## src/rtl/hidden_backprop.sv

```systemverilog
// rtl/hidden_backprop.sv - gradient-step update of the four input->hidden weights of one hidden neuron
//
// Purpose:
//   Backward-pass counterpart of hidden_neuron. The output-layer error is
//   propagated through this neuron's hidden->output weight and masked by the
//   ReLU derivative. Each of the four weights then takes one gradient step,
//   one weight per clock. The weights are staged in a shadow register and
//   committed to w_o all at once.
//
// Ports:
//   clk_i                in   1      clock, rising edge
//   rst_i                in   1      synchronous reset, active low
//   en_i                 in   1      backprop pass enable (level)
//   err_i                in   ERR_W  signed output error (final - target)
//   w_out_i              in   8      unsigned hidden->output weight
//   hidden_val_i         in   10     forward-pass hidden activation (post-ReLU)
//   x_i                  in   4      binary network inputs, bit k gates weight k
//   w_i                  in   32     current weights {w3,w2,w1,w0}
//   zero_weight_reset_i  in   1      end-of-update clear from the state machine
//   w_o                  out  32     committed weights {w3,w2,w1,w0}
//   busy_o               out  1      high in MUL/UPD
//   b_end_o              out  1      high in DONE

module hidden_backprop #(
  parameter int          ERR_W    = 24,
  parameter int          LR_SHIFT = 6,
  parameter logic [31:0] W_INIT   = 32'h04030201
) (
  input  logic             clk_i,
  input  logic             rst_i,
  input  logic             en_i,
  input  logic [ERR_W-1:0] err_i,
  input  logic [7:0]       w_out_i,
  input  logic [9:0]       hidden_val_i,
  input  logic [3:0]       x_i,
  input  logic [31:0]      w_i,
  input  logic             zero_weight_reset_i,
  output logic [31:0]      w_o,
  output logic             busy_o,
  output logic             b_end_o
);

  localparam int DW = ERR_W + 9;   // delta width
  localparam int NW = ERR_W + 10;  // updated-weight width before saturation

  typedef enum logic [1:0] {
    IDLE = 2'd0,
    MUL  = 2'd1,
    UPD  = 2'd2,
    DONE = 2'd3
  } state_t;

  state_t state_q, state_d;

  // Operands captured at E0; nothing outside is looked at again until IDLE.
  logic signed [ERR_W-1:0] err_q;
  logic [7:0]              w_out_q;
  logic [9:0]              hid_q;
  logic [3:0]              x_q;
  logic [31:0]             w_q;

  logic signed [DW-1:0]    delta_q;
  logic [1:0]              k_q;
  logic [31:0]             shadow_q;

  // Datapath intermediates
  logic signed [DW-1:0]    err_ext;
  logic signed [DW-1:0]    wout_ext;
  logic signed [DW-1:0]    product;
  logic [7:0]              w_cur;
  logic signed [DW-1:0]    g_k;
  logic signed [DW-1:0]    u_k;
  logic signed [NW-1:0]    n_k;
  logic [7:0]              sat_k;
  logic [31:0]             shadow_next;
  logic                    commit;

  // ---------------------------------------------------------------------
  // State register
  // ---------------------------------------------------------------------
  always_ff @(posedge clk_i) begin
    if (!rst_i) begin
      state_q <= IDLE;
    end else begin
      state_q <= state_d;
    end
  end

  // ---------------------------------------------------------------------
  // Next-state logic
  // ---------------------------------------------------------------------
  always_comb begin
    state_d = state_q;
    case (state_q)
      IDLE: if (en_i) state_d = MUL;
      MUL:  state_d = en_i ? UPD : IDLE;
      UPD: begin
        if (!en_i)           state_d = IDLE;
        else if (k_q == 2'd3) state_d = DONE;
      end
      DONE: if (zero_weight_reset_i || !en_i) state_d = IDLE;
      default: state_d = IDLE;
    endcase
  end

  // ---------------------------------------------------------------------
  // Outputs decoded from state
  // ---------------------------------------------------------------------
  always_comb begin
    busy_o  = 1'b0;
    b_end_o = 1'b0;
    case (state_q)
      MUL, UPD: busy_o  = 1'b1;
      DONE:     b_end_o = 1'b1;
      default: begin
        busy_o  = 1'b0;
        b_end_o = 1'b0;
      end
    endcase
  end

  // ---------------------------------------------------------------------
  // Arithmetic
  // ---------------------------------------------------------------------
  always_comb begin
    // Both factors widened to the product width so the multiply is exact.
    err_ext  = {{(DW-ERR_W){err_q[ERR_W-1]}}, err_q};
    wout_ext = {{(DW-8){1'b0}}, w_out_q};
    product  = err_ext * wout_ext;

    w_cur = w_q[{k_q, 3'b000} +: 8];
    g_k   = x_q[k_q] ? delta_q : '0;
    // Arithmetic shift floors toward -inf, so small negative gradients still
    // move the weight by one.
    u_k   = g_k >>> LR_SHIFT;
    n_k   = $signed({{(NW-8){1'b0}}, w_cur}) - $signed({u_k[DW-1], u_k});

    if (n_k[NW-1]) begin
      sat_k = 8'd0;
    end else if (|n_k[NW-2:8]) begin
      sat_k = 8'd255;
    end else begin
      sat_k = n_k[7:0];
    end

    shadow_next = shadow_q;
    shadow_next[{k_q, 3'b000} +: 8] = sat_k;

    // The last weight goes straight from sat_k into w_o together with the
    // three already staged, so w_o never shows a partial update.
    commit = (state_q == UPD) && en_i && (k_q == 2'd3);
  end

  // ---------------------------------------------------------------------
  // Datapath registers
  // ---------------------------------------------------------------------
  always_ff @(posedge clk_i) begin
    if (!rst_i) begin
      err_q    <= '0;
      w_out_q  <= '0;
      hid_q    <= '0;
      x_q      <= '0;
      w_q      <= '0;
      delta_q  <= '0;
      k_q      <= '0;
      shadow_q <= '0;
      w_o      <= W_INIT;
    end else begin
      case (state_q)
        IDLE: begin
          if (en_i) begin
            err_q   <= err_i;
            w_out_q <= w_out_i;
            hid_q   <= hidden_val_i;
            x_q     <= x_i;
            w_q     <= w_i;
          end
        end
        MUL: begin
          // ReLU derivative: a neuron that did not fire passes no gradient.
          delta_q <= (hid_q == 10'd0) ? '0 : product;
          k_q     <= 2'd0;
        end
        UPD: begin
          if (en_i) begin
            shadow_q <= shadow_next;
            k_q      <= k_q + 2'd1;
          end
          if (commit) begin
            w_o <= shadow_next;
          end
        end
        default: begin
        end
      endcase
    end
  end

endmodule

```

## config.mk

```make
export PLATFORM = sky130hd
export DESIGN_NAME = hidden_backprop
export DESIGN_NICKNAME = d
export VERILOG_FILES = /design/src/rtl/hidden_backprop.sv
export SDC_FILE = /design/constraint.sdc
export NUM_CORES = 1
export LEC_CHECK = 0
export BUFFER_PORTS_ARGS = -buffer_cell sky130_fd_sc_hd__buf_2
export CORE_MARGIN = 2
export CORE_UTILIZATION = 62
export DETAILED_ROUTE_END_ITERATION = 16
export PLACE_DENSITY_LB_ADDON = 0.05
export SETUP_SLACK_MARGIN = 0.05
export SLEW_MARGIN = 10
export SYNTH_ARGS = -nofsm -noshare
export SYNTH_HDL_FRONTEND = slang
export SYNTH_SLANG_ARGS = --single-unit
```

## constraint.sdc

```tcl
create_clock -name clk_i -period 7.4 [get_ports clk_i]
set_input_delay 1.11 -clock clk_i [delete_from_list [all_inputs] [get_ports clk_i]]
set_output_delay 1.11 -clock clk_i [all_outputs]
set_load 0.01 [all_outputs]
```

# Yosys cells after proc, flatten, opt, wreduce, memory -nomap -nowiden
# Cells that the tools add are included.
word_totals:
  regBits: 179
  out_inout_bits: 34
  wordCells: 57
  input_bits: 82
op_classes:
  add_sub_neg: 3
  reduce_logical: 14
  eq_ne: 8
  n_lt_le_gt_ge: 1
  n_shift: 3
  muxes: 17
  mul: 1
op_table:
  columns: ["op", "count"]
  rows:
  - ["33-bit two-way mux", 2]
  - ["24-bit by 9-bit multiplier with 33-bit output", 1]
  - ["32-bit bitwise mux", 1]
  - ["8-bit by 7-bit variable shift with 32-bit output, first input constant", 1]
  - ["32-bit by 6-bit variable part select with 8-bit output", 1]
  - ["8-bit by 7-bit variable part select with 32-bit output", 1]
  - ["9-bit by 27-bit subtractor with 28-bit output", 1]
  - ["25-bit OR reduction", 1]
  - ["8-bit two-way mux", 2]
  - ["2-bit two-way mux", 6]
  - ["10-bit logical NOT", 1]
  - ["2-bit case mux with 4 select lines", 1]
  - ["2-bit AND reduction", 4]
  - ["5-bit negator with 7-bit output", 1]
  - ["2-bit equality test, second input constant", 3]
  - ["2-bit inequality test, second input constant", 3]
  - ["2-bit case mux with 2 select lines", 1]
  - ["2-bit by 3-bit < comparator with 1-bit output, second input constant", 1]
  - ["1-bit two-way mux", 3]
  - ["3-bit by 2-bit inequality test with 1-bit output, second input constant", 1]
  - ["3-bit AND reduction", 1]
  - ["2-bit by 1-bit adder with 2-bit output, second input constant", 1]
  - ["1-bit binary-select mux with 2-bit select", 1]
  - ["2-bit by 1-bit equality test with 1-bit output, second input constant", 1]
  - ["other kinds (6)", 7]

# Depth between registers and ports, before layout
depth:
  depth_word: 9
  depth_mapped: 20
  depth_no_buf: 19

# Worst setup path before layout
# No wires, ideal clock.
synth_path:
  path_kind: "reg-to-reg"
  from: "register w_out_q[2]"
  to: "register delta_q[32]"
  setup_time_ns: 0.123
  t_required_ns: 7.277
  path_slack_ns: 1.928
  stages_incl_launch_ff: 21
  arrival_time_ns: 5.349
  path_cell_list: "dfxtp_1 -> clkbuf_1 -> clkbuf_1 -> nand2_1 -> fa_1 -> inv_1 -> fa_1 -> fa_1 -> inv_1 -> fa_1 -> inv_1 -> ha_1 -> a211oi_1 -> nand2_1 -> or4_1 -> a21o_1 -> a31o_2 -> a31o_2 -> o41ai_1 -> xnor2_1 -> o21ai_0"
synth_via:
  elab_chain_len: 2
synth_lines:
  columns: ["item", "line", "source"]
  rows:
  - ["from (decl)", "57", "logic [7:0] w_out_q;"]
  - ["from (signal assigned)", "173", "w_out_q <= w_out_i;"]
  - ["24-bit by 9-bit multiplier with 33-bit output", "129", "product = err_ext * wout_ext;"]
  - ["33-bit two-way mux", "181", "delta_q <= (hid_q == 10'd0) ? '0 : product;"]
  - ["to (signal assigned)", "181", null]
  - ["to (decl)", "62", "logic signed [DW-1:0] delta_q;"]
# Every way passes these cells.
# A chain may end at the register's enable or synchronous reset.

# Final worst setup path
layout_path:
  from: "register w_out_q[3]"
  to: "register delta_q[32]"
# Same word-level chain as after synthesis.

==> impl_metrics.env <==
export IMPL_clk_pin_slew_ns=0.08
export IMPL_setup_ws_ns=1.35
export IMPL_routed_wl_um=32800
export IMPL_track_usage_pct=29.1
export IMPL_synth_area_mm2=0.0140
export IMPL_status="finished clean"
export IMPL_synth_top_family_by_area="adder cells"
export IMPL_cts_setup_buffers=0
export IMPL_cts_hold_buffers=0
export IMPL_hold_violations=0
export IMPL_rsz0062_at_grt="false"
export IMPL_dp_slack_ns=1.35
export IMPL_ys_warn_count=0
export IMPL_synthMuxAreaShare_pct=1.52
export IMPL_die_h_um=154
export IMPL_cts_buffers=17
export IMPL_cts_tree="built"
export IMPL_h_tree_depth=4
export IMPL_synth_edff_count=0
export IMPL_crit_arrival_ns=6.36
export IMPL_synth_seq_area_share_pct=24.7
export IMPL_drt_iter0_drc=808
export IMPL_fin_area_mm2=0.0153
export IMPL_postPlaceCellArea_mm2=0.0147
export IMPL_grt_use_met2_pct=48.8
export IMPL_slew_violations=0
export IMPL_sequentialPowerShare_pct=42.6
export IMPL_ys_ff_latch=173
export IMPL_core_mm2=0.0224
export IMPL_tightestPinTransition_ns=1.14
export IMPL_first_global_vias=11500
export IMPL_cts_sinks=173
export IMPL_syn_num_nets=1950
export IMPL_mostFrequentLayoutCells="nand2_1, inv_1, dfxtp_1"
export IMPL_critPathKind="reg -> reg"
export IMPL_vdd_drop_max_v=0.000133
export IMPL_globalRouteMet1Util_pct=40.3
export IMPL_synth_top_area_cell="dfxtp_1"
export IMPL_layout_nets=2009
export IMPL_cp_required_ns=7.71
export IMPL_antenna_found_initial=0
export IMPL_critPathLaunchType="register"
export IMPL_p_clk_share_pct=39.9
export IMPL_synth_flop_cell="dfxtp_1"
export IMPL_clock_fmax_mhz=165
export IMPL_fin_worst_hold_slack_ns=0.454
export IMPL_period_needed_ns=6.05
export IMPL_finClkSkew_ns=0.0190
export IMPL_synthTopCellsByArea="dfxtp_1, fa_1, nand2_1, ha_1, inv_1"
export IMPL_cts_resized=0
export IMPL_die_width_um=154
export IMPL_synth_simple_area_share_pct=20.0
export IMPL_setup_viol=0
export IMPL_p_int_w=0.00161
export IMPL_synth_compound_area_share_pct=15.1
export IMPL_fin_crit_sh_pct=81.8
export IMPL_grt_first_pass_wirelength_um=56200
export IMPL_pwr_share_comb_pct=17.5
export IMPL_max_cap_viol_count=0
export IMPL_worstHoldPathType="reg -> reg"
export IMPL_gp_congestion=0.886
export IMPL_syn_inst=1638
export IMPL_synth_top_cell_area_share_pct=24.7
export IMPL_endpoint_kind="register"
export IMPL_top_usage_layer="met2"
export IMPL_routedWlPerCell_um=16.4
export IMPL_area_growth_synth_to_final_pct=9.32
export IMPL_portBuffers=115
export IMPL_p_leak_nw=7.32
export IMPL_p_switching_w=0.000804
export IMPL_ant_nets=0
export IMPL_start_util_pct=62.5
export IMPL_synth_area_per_cell_um2=8.57
export IMPL_grt_max_degree=71
export IMPL_dp_hpwl_um=23900
export IMPL_synth_adder_area_share_pct=28.5
export IMPL_clkLatencyLatePin_ns=0.45
export IMPL_post_route_drc_count=0
export IMPL_vias=11300
export IMPL_boundaryPins=116
export IMPL_clk_path_buf_depth=2
export IMPL_layout_commonest_cell="nand2_1"
export IMPL_synth_xor_xnor_area_share_pct=1.93
export IMPL_relSlewSlack_pct=23.2
export IMPL_dr_pass1_iters=8
export IMPL_worstPathMaxFanout=25
export IMPL_ys_async_sr_fraction_pct=0
export IMPL_p_per_area_mw_per_mm2=157
export IMPL_met3_usage_pct=3.87
export IMPL_synth_cell_types=62
export IMPL_setup_tns_ns=0
export IMPL_grt_overflow=0
export IMPL_root_buffer="clkbuf_16"
export IMPL_vias_per_cell=5.68
export IMPL_dieArea_mm2=0.0239
export IMPL_n_antenna_cell=0
export IMPL_swShare_pct=33.4
export IMPL_num_rows=55
export IMPL_drive_gt1_share_pct=10.1
[flip-flops by register name (all words and copies together), names as in the netlist]
name	flops
w_out_q	8
hid_q	10
err_q	24
shadow_q	32
delta_q	27
state_q	2
x_q	4
w_o	32
k_q	2
w_q	32
[worst max-delay path: stages, from the launching register on]
cell and delay (ns):
dfxtp_1 0.96, and2_1 0.26, fa_1 0.43, fa_1 0.47
fa_1 0.55, inv_1 0.06, fa_1 0.53, inv_1 0.04
ha_1 0.35, a211oi_1 0.29, nand2_1 0.09, or4_1 0.50
a21o_1 0.19, a31o_2 0.29, a31o_2 0.28, o41ai_1 0.35
xnor2_1 0.17, o21ai_0 0.09
[power groups by stage]
stage | Clock [W] | Sequential [W] | Combinational (W)
5_1_grt | 0.00100 | 0.00104 | 0.000477
2_1_floorplan | 0 | 0.00101 | 0.000326
3_5_place_dp | 0 | 0.00105 | 0.000418
6_report | 0.000961 | 0.00103 | 0.000422
3_3_place_gp | 0 | 0.00105 | 0.000410
4_1_cts | 0.000968 | 0.00103 | 0.000422
[area by class of cell]
type / count / area (µm²)
clock buffers: 17 / 425
clock inverters: 15 / 206
fillers: 1903 / 7090
inverters: 228 / 856
multi-input cells: 1156 / 9410
flip-flops and latches: 173 / 3460
well taps: 285 / 357
repair buffers: 121 / 621
[through the flow]
step	std cells	total power (W)	util, %
after floorplan	1638	0.00134	-
after global placement	1963	0.00146	65.6
after detailed placement	1963	0.00147	65.6
after CTS	1995	0.00242	68.4
after global routing	1995	0.00251	68.4
final	1995	0.00241	68.4
[worst paths after layout]
| path | start | end | slack [ns] | depth (start not counted) |
|---|---|---|---|---|
| max | w_out_q[3]$_SDFFE_PN0P_ | delta_q[32]$_SDFFE_PN0P_ | 1.35 | 17 |
| min | w_q[7]$_SDFFE_PN0P_ | w_q[7]$_SDFFE_PN0P_ | 0.45 | 2 |
| max reg2reg | w_out_q[3]$_SDFFE_PN0P_ | delta_q[32]$_SDFFE_PN0P_ | 1.35 | 17 |
| min reg2reg | w_q[7]$_SDFFE_PN0P_ | w_q[7]$_SDFFE_PN0P_ | 0.45 | 2 |
[logic make-up after synthesis]
logic type,after synthesis
mux,10
xor+xnor,31
buf+inv,309
fa+ha+maj,230
compound gates,295
flops,173
simple gates,590
[Yosys cell counts, types with 22 or more instances]
library cell / count
a21boi_0: 60
a21oi_1: 57
a22o_1: 54
and2_1: 116
clkbuf_1: 73
dfxtp_1: 173
fa_1: 150
ha_1: 80
inv_1: 228
nand2_1: 329
nand3b_1: 22
nor2_1: 39
o21ai_0: 40
[routing by layer]
metal / wire (µm) / share of wire (%)
met1: 14900 / 46
met2: 15600 / 48
met3: 1690 / 5.2
met4: 584 / 1.8
met5: 0 / 0
No activity file was read; power rests on OpenSTA's default activity.
